--- config.mk ---
export PLATFORM = sky130hd
export DESIGN_NAME = max_pool_2x2
export DESIGN_NICKNAME = d
export VERILOG_FILES = /design/src/rtl/cnn_pkg.sv /design/src/rtl/pool_line_buf.sv /design/src/rtl/max_pool_2x2.sv
export SDC_FILE = /design/constraint.sdc
export NUM_CORES = 1
export LEC_CHECK = 0
export CAP_MARGIN = 20
export CORE_MARGIN = 2
export CORE_UTILIZATION = 56
export DETAILED_ROUTE_END_ITERATION = 8
export GPL_TIMING_DRIVEN = 0
export HOLD_SLACK_MARGIN = 0.02
export PLACE_DENSITY = 0.73
export SETUP_SLACK_MARGIN = 0.15
export SLEW_MARGIN = 5
export SYNTH_ARGS = -nofsm -noshare
export SYNTH_HDL_FRONTEND = slang
export SYNTH_SLANG_ARGS = --single-unit
--- constraint.sdc ---
create_clock -name clk1 -period 4.75 [get_ports clk1]
set_input_delay 0.475 -clock clk1 [delete_from_list [all_inputs] [get_ports clk1]]
set_output_delay 0.475 -clock clk1 [all_outputs]
set_load 0.02 [all_outputs]
--- src/rtl/cnn_pkg.sv ---
`default_nettype none
// ============================================================
// cnn_pkg - shared pixel width, pool FSM encoding, unsigned max
// Rev 1.0
// ============================================================
package cnn_pkg;

  localparam int POOL_DATA_WIDTH = 16;
  localparam int MAX_U_W         = 32;

  typedef enum logic [1:0] {
    POOL_IDLE = 2'd0,
    POOL_RUN  = 2'd1,
    POOL_DONE = 2'd2
  } pool_state_t;

  // Operands are zero-extended by the caller; ties may return either side.
  function automatic logic [MAX_U_W-1:0] max_u(input logic [MAX_U_W-1:0] a,
                                               input logic [MAX_U_W-1:0] b);
    return (a >= b) ? a : b;
  endfunction

endpackage
`default_nettype wire

--- src/rtl/pool_line_buf.sv ---
`default_nettype none
// ============================================================
// pool_line_buf - one row of horizontal maxima, sync write / comb read
// Rev 1.0
// ============================================================
module pool_line_buf #(
  parameter int DATA_WIDTH = 16,
  parameter int DEPTH      = 31,
  parameter int ADDR_W     = 5
) (
  input  logic                  clk1,
  input  logic                  we,
  input  logic [ADDR_W-1:0]     addr,
  input  logic [DATA_WIDTH-1:0] wdata,
  output logic [DATA_WIDTH-1:0] rdata
);

  // No reset: every entry is written on an even row before an odd row reads it.
  logic [DATA_WIDTH-1:0] mem [DEPTH];

  always_ff @(posedge clk1) begin
    if (we) begin
      mem[addr] <= wdata;
    end
  end

  assign rdata = mem[addr];

endmodule
`default_nettype wire

--- src/rtl/max_pool_2x2.sv ---
`default_nettype none
// ============================================================
// max_pool_2x2 - streaming 2x2 / stride-2 max-pool behind CONV
// Rev 1.0
// ============================================================
module max_pool_2x2
  import cnn_pkg::*;
#(
  parameter int DATA_WIDTH = POOL_DATA_WIDTH,
  parameter int IFM_SIZE   = 62,
  parameter int CHANNELS   = 8
) (
  input  logic                  clk1,
  input  logic                  rst,
  input  logic                  start_pool,
  input  logic                  in_valid,
  input  logic [DATA_WIDTH-1:0] in_data,
  output logic                  out_valid,
  output logic [DATA_WIDTH-1:0] out_data,
  output logic                  busy,
  output logic                  end_pool
);

  localparam int OFM_SIZE = IFM_SIZE / 2;
  localparam int CNT_W    = $clog2(IFM_SIZE);
  localparam int CH_W     = (CHANNELS > 1) ? $clog2(CHANNELS) : 1;
  localparam int ADDR_W   = (OFM_SIZE > 1) ? $clog2(OFM_SIZE) : 1;
  localparam logic [CNT_W-1:0] LAST_POS = CNT_W'(IFM_SIZE - 1);
  localparam logic [CH_W-1:0]  LAST_CH  = CH_W'(CHANNELS - 1);
  localparam bit               ODD_IFM  = (IFM_SIZE % 2) != 0;

  pool_state_t state, next_state;

  logic [CNT_W-1:0]      col, row;
  logic [CH_W-1:0]       ch;
  logic [DATA_WIDTH-1:0] hreg;
  logic [DATA_WIDTH-1:0] hmax;
  logic [DATA_WIDTH-1:0] line_rd;
  logic [DATA_WIDTH-1:0] pool_max;
  logic [ADDR_W-1:0]     line_addr;
  logic                  accept;
  logic                  last_pix;
  logic                  line_we;

  // A start_pool cycle owns the pixel on the bus: it is dropped, not counted.
  assign accept    = (state == POOL_RUN) && in_valid && !start_pool;
  assign last_pix  = (col == LAST_POS) && (row == LAST_POS) && (ch == LAST_CH);
  assign hmax      = DATA_WIDTH'(max_u(MAX_U_W'(hreg), MAX_U_W'(in_data)));
  assign pool_max  = DATA_WIDTH'(max_u(MAX_U_W'(hmax), MAX_U_W'(line_rd)));
  assign line_addr = ADDR_W'(col >> 1);
  assign line_we   = accept && col[0] && !row[0];

  pool_line_buf #(
    .DATA_WIDTH (DATA_WIDTH),
    .DEPTH      (OFM_SIZE),
    .ADDR_W     (ADDR_W)
  ) u_line_buf (
    .clk1  (clk1),
    .we    (line_we),
    .addr  (line_addr),
    .wdata (hmax),
    .rdata (line_rd)
  );

  always_ff @(posedge clk1 or posedge rst) begin
    if (rst) begin
      state <= POOL_IDLE;
    end else begin
      state <= next_state;
    end
  end

  always_comb begin
    next_state = state;
    case (state)
      POOL_IDLE: if (start_pool) next_state = POOL_RUN;
      POOL_RUN:  if (accept && last_pix) next_state = POOL_DONE;
      POOL_DONE: next_state = start_pool ? POOL_RUN : POOL_IDLE;
      default:   next_state = POOL_IDLE;
    endcase
  end

  always_comb begin
    busy = 1'b0;
    case (state)
      POOL_RUN:  busy = 1'b1;
      POOL_DONE: busy = !end_pool;
      default:   busy = 1'b0;
    endcase
  end

  always_ff @(posedge clk1 or posedge rst) begin
    if (rst) begin
      col       <= '0;
      row       <= '0;
      ch        <= '0;
      hreg      <= '0;
      out_valid <= 1'b0;
      out_data  <= '0;
      end_pool  <= 1'b0;
    end else begin
      out_valid <= 1'b0;
      // Even size: the last pixel closes a window, so end_pool waits one more cycle.
      end_pool  <= ODD_IFM ? (accept && last_pix) : (state == POOL_DONE);
      if (start_pool) begin
        col <= '0;
        row <= '0;
        ch  <= '0;
      end else if (accept) begin
        if (!col[0]) begin
          hreg <= in_data;
        end else if (row[0]) begin
          out_valid <= 1'b1;
          out_data  <= pool_max;
        end
        if (col == LAST_POS) begin
          col <= '0;
          if (row == LAST_POS) begin
            row <= '0;
            ch  <= (ch == LAST_CH) ? '0 : ch + 1'b1;
          end else begin
            row <= row + 1'b1;
          end
        end else begin
          col <= col + 1'b1;
        end
      end
    end
  end

endmodule
`default_nettype wire

==> results of run 1 <==
worst paths after layout:
path | from | to | depth (start not counted)
worst max register to register | col[2] | out_data[2] | 15
worst min-delay path | rst | end_pool | 2
worst max-delay path | col[2] | out_data[2] | 15
max in group asynchronous | rst | out_data[4] | 3
min in group clk1 | out_data[1] | out_data[1] | 1
worst min register to register | out_data[1] | out_data[1] | 1
state kept, by name (all words and copies together) (netlist names):
name,cells
ch,3
out_valid,1
hreg,16
out_data,16
col,6
row,6
state,2
u_line_buf.mem,496
end_pool,1
worst register-to-register path: stages (launching register included):
cell      delay (ns)
dfrtp_1         0.31
buf_2           0.21
buf_2           0.32
buf_2           0.49
mux2i_1         0.29
o22ai_1         0.13
nor4_2          0.52
nand3_1         0.41
ha_1            0.42
nor2_1          0.04
a21oi_1         0.19
nor4_2          0.09
o211ai_1        0.30
buf_4           0.26
o211ai_1        0.16
a22o_1          0.23
kinds of logic after synthesis:
family | synth area share
AO/OA/AOI/OAI | 0.07393
adder cells (fa/ha/maj) | 0.02371
multiplexers | 0.1154
XOR/XNOR | 0.001544
buffers and inverters | 0.02426
AND/OR/NAND/NOR | 0.04863
flip-flops | 0.7125
through the flow:
stage                     total power [mW]  cells  setup slack, ns    util
after floorplan                      7.382   1407           0.1695       -
final                                12.94   2122           0.2821  0.6713
after CTS                            12.83   2118           0.1521  0.6686
after detailed placement             8.630   2013           -1.391  0.6223
after global routing                 13.31   2122           0.1774  0.6713
after global placement               8.155   1970           -2.151  0.5970
metal layers:
layer / track usage / vias up
met3: 0.05971 / 187
met2: 0.4795 / 838
met4: 0.1554 / 0
li1: - / 5884
met1: 0.4170 / 6960
met5: 0 / -
final cells by class:
type                    count  area [um2]  share of cell area
plain buffers              82       491.7             0.01839
repair buffers             93        1303             0.04872
flip-flops and latches    547       16170              0.6049
well taps                 525       656.9             0.02457
inverters                  26       97.59            0.003650
clock buffers              68        1404             0.05251
multi-input cells         755        6341              0.2372
clock inverters            26       270.3             0.01011
synth_stat cells (all sizes together), types with 5 or more instances:
cell | number | area (um2)
nand4bb | 5 | 56.30
nand3 | 12 | 60.06
nand4 | 7 | 43.79
edfxtp | 496 | 14890
mux4 | 13 | 292.8
mux2 | 19 | 214.0
o21ai | 55 | 275.3
nor4 | 14 | 87.58
nor2 | 57 | 216.5
o22ai | 96 | 606.8
and3 | 15 | 138.9
ha | 43 | 538.0
nand2 | 51 | 191.4
inv | 26 | 97.59
mux2i | 211 | 2112
or4b | 5 | 53.80
o211ai | 17 | 127.6
a21oi | 39 | 225.2
clkbuf | 20 | 75.07
dfrtp | 51 | 1276
nor3 | 11 | 55.05
buf | 62 | 377.9
a211oi | 15 | 112.6
a22o | 18 | 157.7
timing repair:
item                                   4_1_cts  5_1_grt
setup buffers                                8        4
pin swaps                                    9        3
cloned                                       3        0
setup endpoints to repair                   16       16
resized for setup                           21       27
endpoints found under the hold margin        0        0
where the power goes:
part	switching [mW]	internal, mW	total (mW)
logic	1.79	0.893	2.69
clock network	1.74	2.35	4.09
registers	0.0816	6.08	6.16
==> summary.txt, run 1 <==
Run status
  – Status: complete, no violations

Flow run
  – Max Cap Viol: 0

Yosys
  – Post-Syn Area: between 20000 and 25000 um2
  – Fraction of registers with async set/reset: 0.09324
  – Synth unique cells: between 60 and 70
  – Synth Register Bits: 547
  – Post-synth EDFFs: 496
  – Syn. warnings: 0
  – Mean Syn Cell Area: 16.13 um2
  – Most used DFF post-synth: edfxtp_1
  – Syn Nets: 1470
  – Mapped Cells: 1407
  – Register area share after synthesis: 0.7125

Final layout
  – N_diodes: 0
  – Layout cells sized above 1: 0.1979
  – Final #Nets: between 1500 and 2000
  – Final Instance Area: between 20000 and 30000 um2
  – Synth-to-Final Area Change: 17.80%
  – Commonest non-fill, non-tap cell in the layout: edfxtp_1
  – Most frequent cells in the layout: edfxtp_1, mux2i_1, o22ai_1
  – Fillers: 2676

Floorplanning
  – Die W: 205.3 um
  – Site row count: 73
  – Starting Density: 0.5699
  – CORE AREA: 39820 um2
  – Ports: 39
  – Full die area: 42150 um2
  – Die Ht: 205.3 um

Worst setup path
  – WS Path Type: reg -> reg
  – Most used cell, CP: buf_2
  – Startpoint types: flip-flop
  – Worst setup EP type: flip-flop
  – Arrival @ worst endpoint: 4.95 ns
  – Crit path buf inv count: 4
  – Critical Path RT: 5.23 ns
  – Largest fanout on the critical path: 10
  – Delay-heaviest family, CP: buffers and inverters
  – CP max stage cell: nor4_2
  – CP Cell Sequence: buf_2 > buf_2 > buf_2 > mux2i_1 > o22ai_1 > nor4_2 > nand3_1 > ha_1 > nor2_1 > a21oi_1 > nor4_2 > o211ai_1 > buf_4 > o211ai_1 > a22o_1
  – Reg-to-reg setup timing slack: approximately 0.28 ns
  – Crit path largest cell delay: about 0.52 ns

Place
  – Routability congestion estimate from global placement: 0.9461
  – HPWL Detailed: 43340 um
  – Post-Place Cell Area: between 20000 and 25000 um2
  – IO Port Bufs: 38

Global routing
  – Pin count of the biggest net entering global routing: 34
  – First-pass GRT wire length: between 90000 and 100000 um
  – Initial antenna violation count: 0
  – GR Overflow Total: 0
  – Vias in the first global route: 13377
  – Total Routing Usage GR: 0.3077

STA
  – Clock Skews: 0.03049 ns
  – Worst hold slack: 0.2020 ns
  – Tcrit/Tclk final: 0.9406
  – Slew Viols, Final: 0
  – Slew HR: 0.3558
  – Tmin final: 4.468 ns
  – RSZ-0062 raised after global routing: false
  – Max Clk Rate: 223.8 MHz
  – Worst Tran Pin Value: 0.9604 ns
  – Setup TNS Final: 0 ns
  – Setup violations, final: 0
  – Total count of hold-check failures in the final report: 0

Routing
  – Max Used Layer: met4
  – Total Wirelength: around 64000 um
  – Post-DR wirelength/cell: 29.98 um
  – DR iter-0 viols: 1636
  – Post-DR vias/cell: 6.536
  – Met1 wire length: 24350 um
  – Post-route DRC violation count: 0
  – Routed length on met3: around 6400 um
  – Metal2 WL: 29380 um
  – Antenna Nets Post-Route: 0
  – Vias: 13869
  – First-pass DRT Iterations: 5

Clock tree
  – CTS sink count: 547
  – CTS tree: yes
  – Total CTS buffers: 53
  – Clk_lat worst skew: 0.62 ns
  – Clk buf depth: 3
  – Total number of H-tree levels: 2
  – Hold buffer count at cts: 0
  – Worst-path clk slew: 0.06 ns
  – CTS Root Cell: clkbuf_16

Worst hold path
  – HP Class: in -> async

Power and ir drop
  – Largest vdd supply drop: roughly 410 uV
  – PwrDens: between 400 and 500 nW/um2
  – P_leak: around 8.6 nW
(Power assumes the default switching activity.)
==> inputs of run 2 (changes only) <==
--- a/config.mk
+++ b/config.mk
@@ -7,11 +7,11 @@
 export LEC_CHECK = 0
 export CAP_MARGIN = 20
 export CORE_MARGIN = 2
-export CORE_UTILIZATION = 56
+export CORE_UTILIZATION = 29
 export DETAILED_ROUTE_END_ITERATION = 8
 export GPL_TIMING_DRIVEN = 0
 export HOLD_SLACK_MARGIN = 0.02
-export PLACE_DENSITY = 0.73
+export MAX_ROUTING_LAYER = met4
 export SETUP_SLACK_MARGIN = 0.15
 export SLEW_MARGIN = 5
 export SYNTH_ARGS = -nofsm -noshare
==> summary.txt, run 2 (same netlist as run 1, synthesis figures left out) <==
Clock tree
  – Clk_lat worst skew: 0.62 ns (about the same)
  – Total number of H-tree levels: 2 (unchanged)
  – Hold buffer count at cts: 0 (unchanged)
  – Total CTS buffers: 56 (+5.7%)
  – CTS Root Cell: clkbuf_16
  – CTS sink count: 547 (unchanged)
  – Worst-path clk slew: 0.06 ns (about the same)
  – Clk buf depth: 3 (unchanged)
  – CTS tree: yes

Global routing
  – Initial antenna violation count: 5 (+5)
  – Total Routing Usage GR: 0.1750 (-0.1327)
  – Pin count of the biggest net entering global routing: 38 (+12%)
  – GR Overflow Total: 0 (unchanged)
  – Vias in the first global route: 13630 (+1.9%)
  – First-pass GRT wire length: 98840 um (+8.9%)

STA
  – Setup TNS Final: 0 ns (unchanged)
  – Slew HR: 0.2790 (-0.07688)
  – Clock Skews: 0.01413 ns (-0.01636 ns)
  – Worst Tran Pin Value: 1.081 ns (+0.1210 ns)
  – Total count of hold-check failures in the final report: 0 (unchanged)
  – RSZ-0062 raised after global routing: false
  – Setup violations, final: 0 (unchanged)
  – Worst hold slack: 0.1432 ns (-0.05882 ns)
  – Tmin final: 4.526 ns (+0.05810 ns)
  – Slew Viols, Final: 0 (unchanged)
  – Max Clk Rate: 220.9 MHz (-1.3%)
  – Tcrit/Tclk final: 0.9528 (+0.01223)

Power and ir drop
  – NetSw: 3.900 mW (+7.7%)
  – Net Sw Frac: 0.2882 (+0.008584)
  – Sequential Power Share: 0.456 (-0.020)
  – Largest vdd supply drop: 272.2 uV (-33%)
  – P_leak: 8.743 nW (+1.8%)
  – Combinational share of power: 0.213 (+0.005)
  – PwrDens: 489.1 nW/um2 (+1.0%)
  – Clock network power share: 0.331 (+0.015)
  – Total power: 13.53 mW (+4.5%)
  – Power Internal: 9.631 mW (+3.3%)

Floorplanning
  – Full die area: 80510 um2 (+91%)
  – CORE AREA: 77470 um2 (+95%)
  – Die W: 283.7 um (+38%)
  – Ports: 39 (unchanged)
  – Starting Density: 0.2930 (-0.2769)
  – Die Ht: 283.7 um (+38%)
  – Site row count: 102 (+40%)

Worst setup path
  – Startpoint types: flip-flop
  – Critical Path RT: 5.25 ns (+0.02 ns)
  – Crit path largest cell delay: 0.72 ns (+0.20 ns)
  – Most used cell, CP: buf_2
  – CP Cell Sequence: buf_2 > buf_2 > buf_2 > mux2i_1 > o22ai_1 > nor4_1 > and3_4 > ha_1 > o211ai_1 > a21oi_1 > nor4_1 > o211ai_1 > buf_4 > o21a_1 > a22o_1
  – Largest fanout on the critical path: 10 (unchanged)
  – Reg-to-Reg Start: col[2]
  – Arrival @ worst endpoint: 5.03 ns (+0.08 ns)
  – Worst setup EP type: flip-flop
  – CP max stage cell: nor4_1
  – Delay-heaviest family, CP: simple AND/OR/NAND/NOR gates
  – Critical path launch point: col[2]
  – Crit path buf inv count: 4 (unchanged)
  – WS Path Type: reg -> reg

Worst hold path
  – HP Class: in -> async

Flow run
  – Max Cap Viol: 0 (unchanged)

Routing
  – Post-route DRC violation count: 0 (unchanged)
  – Vias: 13883 (+0.10%)
  – Total Wirelength: 69410 um (+9.1%)
  – DR iter-0 viols: 1787 (+9.2%)
  – First-pass DRT Iterations: 6 (+1)
  – Post-DR vias/cell: 5.223 (-20%)
  – Antenna Nets Post-Route: 0 (unchanged)
  – Post-DR wirelength/cell: 26.11 um (-13%)

Final layout
  – Biggest regs: u_line_buf.mem x496, hreg x16, out_data x16
  – N_diodes: 0 (unchanged)
  – Synth-to-Final Area Change: 21.90%
  – Max FFs per register: 496 (unchanged)
  – Register name with the most flops: u_line_buf.mem
  – Commonest non-fill, non-tap cell in the layout: edfxtp_1
  – Final #Nets: 1640 (+1.2%)
  – Most frequent cells in the layout: edfxtp_1, mux2i_1, o22ai_1
  – Layout cells sized above 1: 0.2194 (+0.02154)

Run status
  – Status: complete, no violations

Place
  – HPWL Detailed: 45620 um (+5.3%)
  – IO Port Bufs: 38 (unchanged)
  – Routability congestion estimate from global placement: 0.9904 (+4.7%)
-- run 2: cell count changes in the layout (fill, tap and decap cells not counted), moves of 4 or more --
cell / change
buf_16: -5
buf_4: +12
buf_6: +4
clkbuf_1: -11
clkinv_2: +10
clkinvlp_4: +4
nor4_1: +4
nor4_2: -5
o21ai_2: +5
-- run 2: timing repair --
action	CTS	global route
buffers inserted	14	10
gates resized for setup	33	19
setup endpoints to repair	16	16
gates cloned	6	0
pin swaps	11	5
-- run 2: layout make-up --
class	count	area, um2
Timing Repair Buffer	106	1350
Buffer	82	486.7
Multi-Input combinational cell	758	6382
Fill cell	7253	49800
Clock inverter	37	395.4
Clock buffer	62	1465
Inverter	26	112.6
Sequential cell	547	16170
Tap cell	1040	1301
-- run 2: power groups by stage --
stage               registers (mW)  clock network [mW]  logic [mW]
finish                        6.17                4.48        2.89
global route                  6.18                4.72        3.02
CTS                           6.16                4.54        2.76
detailed placement            6.26                   0        2.42
global placement              6.32                   0        1.90
floorplan                     6.25                   0        1.13
-- run 2: worst paths after layout --
kind / to / slack (ns) / depth (start not counted)
worst max-delay path: out_data[0] / 0.22 / 15
worst min-delay path: ch[2] / 0.14 / 2
worst max register to register: out_data[0] / 0.22 / 15
worst min register to register: out_data[3] / 0.51 / 1
max in group asynchronous: out_data[3] / 4.08 / 3
min in group clk1: hreg[14] / 0.27 / 2
-- run 2: per-layer routing --
| metal | vias up | track usage | share of wire |
|---|---|---|---|
| met5 | - | - | 0 |
| met4 | 0 | 0.07077 | 0.044 |
| met3 | 165 | 0.03802 | 0.096 |
| met2 | 686 | 0.2751 | 0.47 |
| met1 | 7088 | 0.2195 | 0.39 |
| li1 | 5944 | - | - |
-- run 2: stage by stage --
stage	instances	util	worst slack (ns)	instance area, um2
after floorplan	1407	-	0.1695	22740
after global placement	2485	0.3152	-2.549	24420
after detailed placement	2529	0.3277	-1.324	25390
after CTS	2648	0.3553	0.1455	27530
after global routing	2658	0.3571	0.1187	27660
final	2658	0.3571	0.2240	27660
==> inputs of run 3 (changes only) <==
--- a/config.mk
+++ b/config.mk
@@ -7,7 +7,8 @@
 export LEC_CHECK = 0
 export CAP_MARGIN = 20
 export CORE_MARGIN = 2
-export CORE_UTILIZATION = 29
+export CORE_UTILIZATION = 25
+export CTS_CLUSTER_SIZE = 25
 export DETAILED_ROUTE_END_ITERATION = 8
 export GPL_TIMING_DRIVEN = 0
 export HOLD_SLACK_MARGIN = 0.02
==> constraint.sdc (replaced) <==
create_clock -name clk1 -period 4.6 [get_ports clk1]
set_input_delay 0.46 -clock clk1 [delete_from_list [all_inputs] [get_ports clk1]]
set_output_delay 0.46 -clock clk1 [all_outputs]
set_load 0.02 [all_outputs]
==> summary.txt, run 3 (same netlist as run 1, synthesis figures left out) <==
Clock tree
  – CTS sink count: 547 (unchanged)
  – Total number of H-tree levels: 2 (unchanged)
  – Worst-path clk slew: 0.07 ns (about the same)
  – Clk buf depth: 3 (unchanged)
  – Clk_lat worst skew: 0.63 ns (about the same)
  – CTS Root Cell: clkbuf_16
  – CTS tree: yes
  – Total CTS buffers: 54 (-3.6%)

Power and ir drop
  – Largest vdd supply drop: 318.5 uV (+17%)
  – Total power: 14.17 mW (+4.7%)
  – PwrDens: 505.4 nW/um2 (+3.3%)
  – P_leak: 8.820 nW (+0.89%)

Place
  – Post-Place Cell Area: 25600 um2 (+0.84%)
  – HPWL Detailed: 46920 um (+2.8%)
  – Placed insts: 2663 (+5.3%)
  – Pre-CTS WS: -1.454 ns (-0.1305 ns)
  – Routability congestion estimate from global placement: 0.9113 (-8.0%)
  – IO Port Bufs: 38 (unchanged)

Global routing
  – Initial antenna violation count: 0 (-5)
  – Pin count of the biggest net entering global routing: 39 (+2.6%)
  – First-pass GRT wire length: 96950 um (-1.9%)
  – GR Overflow Total: 0 (unchanged)
  – Vias in the first global route: 13523 (-0.79%)
  – Total Routing Usage GR: 0.1483 (-0.02669)

Floorplanning
  – Starting Density: 0.2521 (-0.04083)
  – CORE AREA: 90010 um2 (+16%)
  – Site row count: 110 (+7.8%)
  – Die Ht: 305.3 um (+7.6%)
  – Full die area: 93200 um2 (+16%)
  – Die W: 305.3 um (+7.6%)
  – Ports: 39 (unchanged)

Final layout
  – N_diodes: 0 (unchanged)
  – Layout cells sized above 1: 0.2244 (+0.004944)
  – Most frequent cells in the layout: edfxtp_1, mux2i_1, o22ai_1
  – Synth-to-Final Area Change: 23.52%
  – Max FFs per register: 496 (unchanged)
  – Final #Nets: 1635 (-0.30%)
  – Final core occ: 0.3114 (-0.04568)
  – Final Instance Area: 28030 um2 (+1.3%)
  – Register name with the most flops: u_line_buf.mem
  – Biggest regs: u_line_buf.mem x496, hreg x16, out_data x16
  – Commonest non-fill, non-tap cell in the layout: edfxtp_1
  – Fillers: 8802 (+21%)
  – Final Non-Filler Cells: 2794 (+5.1%)

Worst setup path
  – Worst Setup EP: out_data[0]
  – CP Cell Sequence: buf_4 > nand4bb_1 > buf_2 > buf_4 > o22ai_1 > a211oi_1 > and3_1 > ha_1 > a22o_1 > nor4_2 > o211ai_1 > buf_4 > o21a_1 > a22o_1
  – WS Path Type: reg -> reg
  – CP max stage cell: a211oi_1
  – Arrival @ worst endpoint: 4.83 ns (-0.20 ns)
  – Critical Path RT: 5.12 ns (-0.13 ns)
  – Crit path buf inv count: 4 (unchanged)
  – Largest fanout on the critical path: 10 (unchanged)
  – Worst setup EP type: flip-flop
  – Worst path depth: 14 (-1)
  – Reg-to-Reg Start: col[3]
  – Reg-to-reg setup timing slack: 0.28 ns (+0.06 ns)
  – Startpoint types: flip-flop
  – Crit path largest cell delay: 0.70 ns (-0.02 ns)
  – Critical path launch point: col[3]
  – Reg2Reg Depth: 14 (-1)
  – Reg2reg end: out_data[0]
  – Most used cell, CP: buf_4
  – Delay-heaviest family, CP: compound AO/OA/AOI/OAI gates

STA
  – Tmin final: 4.318 ns (-0.2081 ns)
  – Setup TNS Final: 0 ns (unchanged)
  – Worst setup margin: 0.2821 ns (+0.05810 ns)
  – Tcrit/Tclk final: 0.9387 (-0.01417)
  – Worst hold slack: 0.1125 ns (-0.03071 ns)
  – RSZ-0062 raised after global routing: false
  – Worst Tran Pin Value: 1.011 ns (-0.07087 ns)
  – Slew HR: 0.3262 (+0.04725)
  – Max Clk Rate: 231.6 MHz (+4.8%)
  – Setup violations, final: 0 (unchanged)
  – Total count of hold-check failures in the final report: 0 (unchanged)
  – Slew Viols, Final: 0 (unchanged)
  – Clock Skews: 0.01900 ns (+0.004877 ns)

Routing
  – Post-DR wirelength/cell: 24.56 um (-6.0%)
  – DR iter-0 viols: 1601 (-10%)
  – First-pass DRT Iterations: 6 (unchanged)
  – Antenna Nets Post-Route: 0 (unchanged)
  – Post-DR vias/cell: 4.897 (-6.2%)
  – Total Wirelength: 68620 um (-1.1%)
  – Post-route DRC violation count: 0 (unchanged)
  – Vias: 13682 (-1.4%)

Run status
  – Status: complete, no violations

Worst hold path
  – HP Class: in -> async

Flow run
  – Max Cap Viol: 0 (unchanged)
run 3: how the worst min path moves through the flow:
stage                     endpoint  slack (ns)  depth (start not counted)
after floorplan             row[4]        0.45                          1
after global placement      row[4]        0.48                          1
after detailed placement    row[4]        0.50                          1
after CTS                   col[4]        0.10                          2
after global routing        col[4]        0.14                          2
final                       col[4]        0.11                          2
run 3: repair_timing:
item | 4_1_cts | 5_1_grt
resized for setup | 23 | 48
setup buffers | 9 | 18
endpoints found under the setup margin | 16 | 16
gates cloned | 2 | 0
hold buffers | 0 | 0
pin swaps | 6 | 6
run 3: cell type report:
class,count,area (um2),area share
Inverter,26,103.9,0.003705
Multi-Input combinational cell,754,6456,0.2303
Sequential cell,547,16170,0.5769
Timing Repair Buffer,107,1396,0.04981
Buffer,82,509.2,0.01817
Clock inverter,42,540.5,0.01928
Tap cell,1176,1471,0.05249
Clock buffer,60,1384,0.04937
run 3: per-layer routing:
| layer | GRT usage | vias to the layer above | part of all wire |
|---|---|---|---|
| met1 | 0.1867 | 7057 | 0.40 |
| li1 | - | 5918 | - |
| met2 | 0.2386 | 578 | 0.48 |
| met4 | 0.05510 | 0 | 0.035 |
| met3 | 0.02690 | 129 | 0.081 |
| met5 | - | - | 0 |
run 3: worst register-to-register path, delay by kind of cell, from the launching register on:
family          cells  cell delay, ns
simple gates        3            0.67
flops               1            0.48
fa+ha+maj           1            0.26
compound gates      6            1.77
buf+inv             4            1.03
run 3: where the power goes:
group / internal (mW) / switching [mW] / total [mW] / leakage (nW)
Combinational: 1.06 / 1.98 / 3.04 / 2.72
Clock: 2.81 / 1.95 / 4.76 / 0.946
Sequential: 6.27 / 0.0970 / 6.37 / 5.16
Total: 10.1 / 4.02 / 14.2 / 8.82
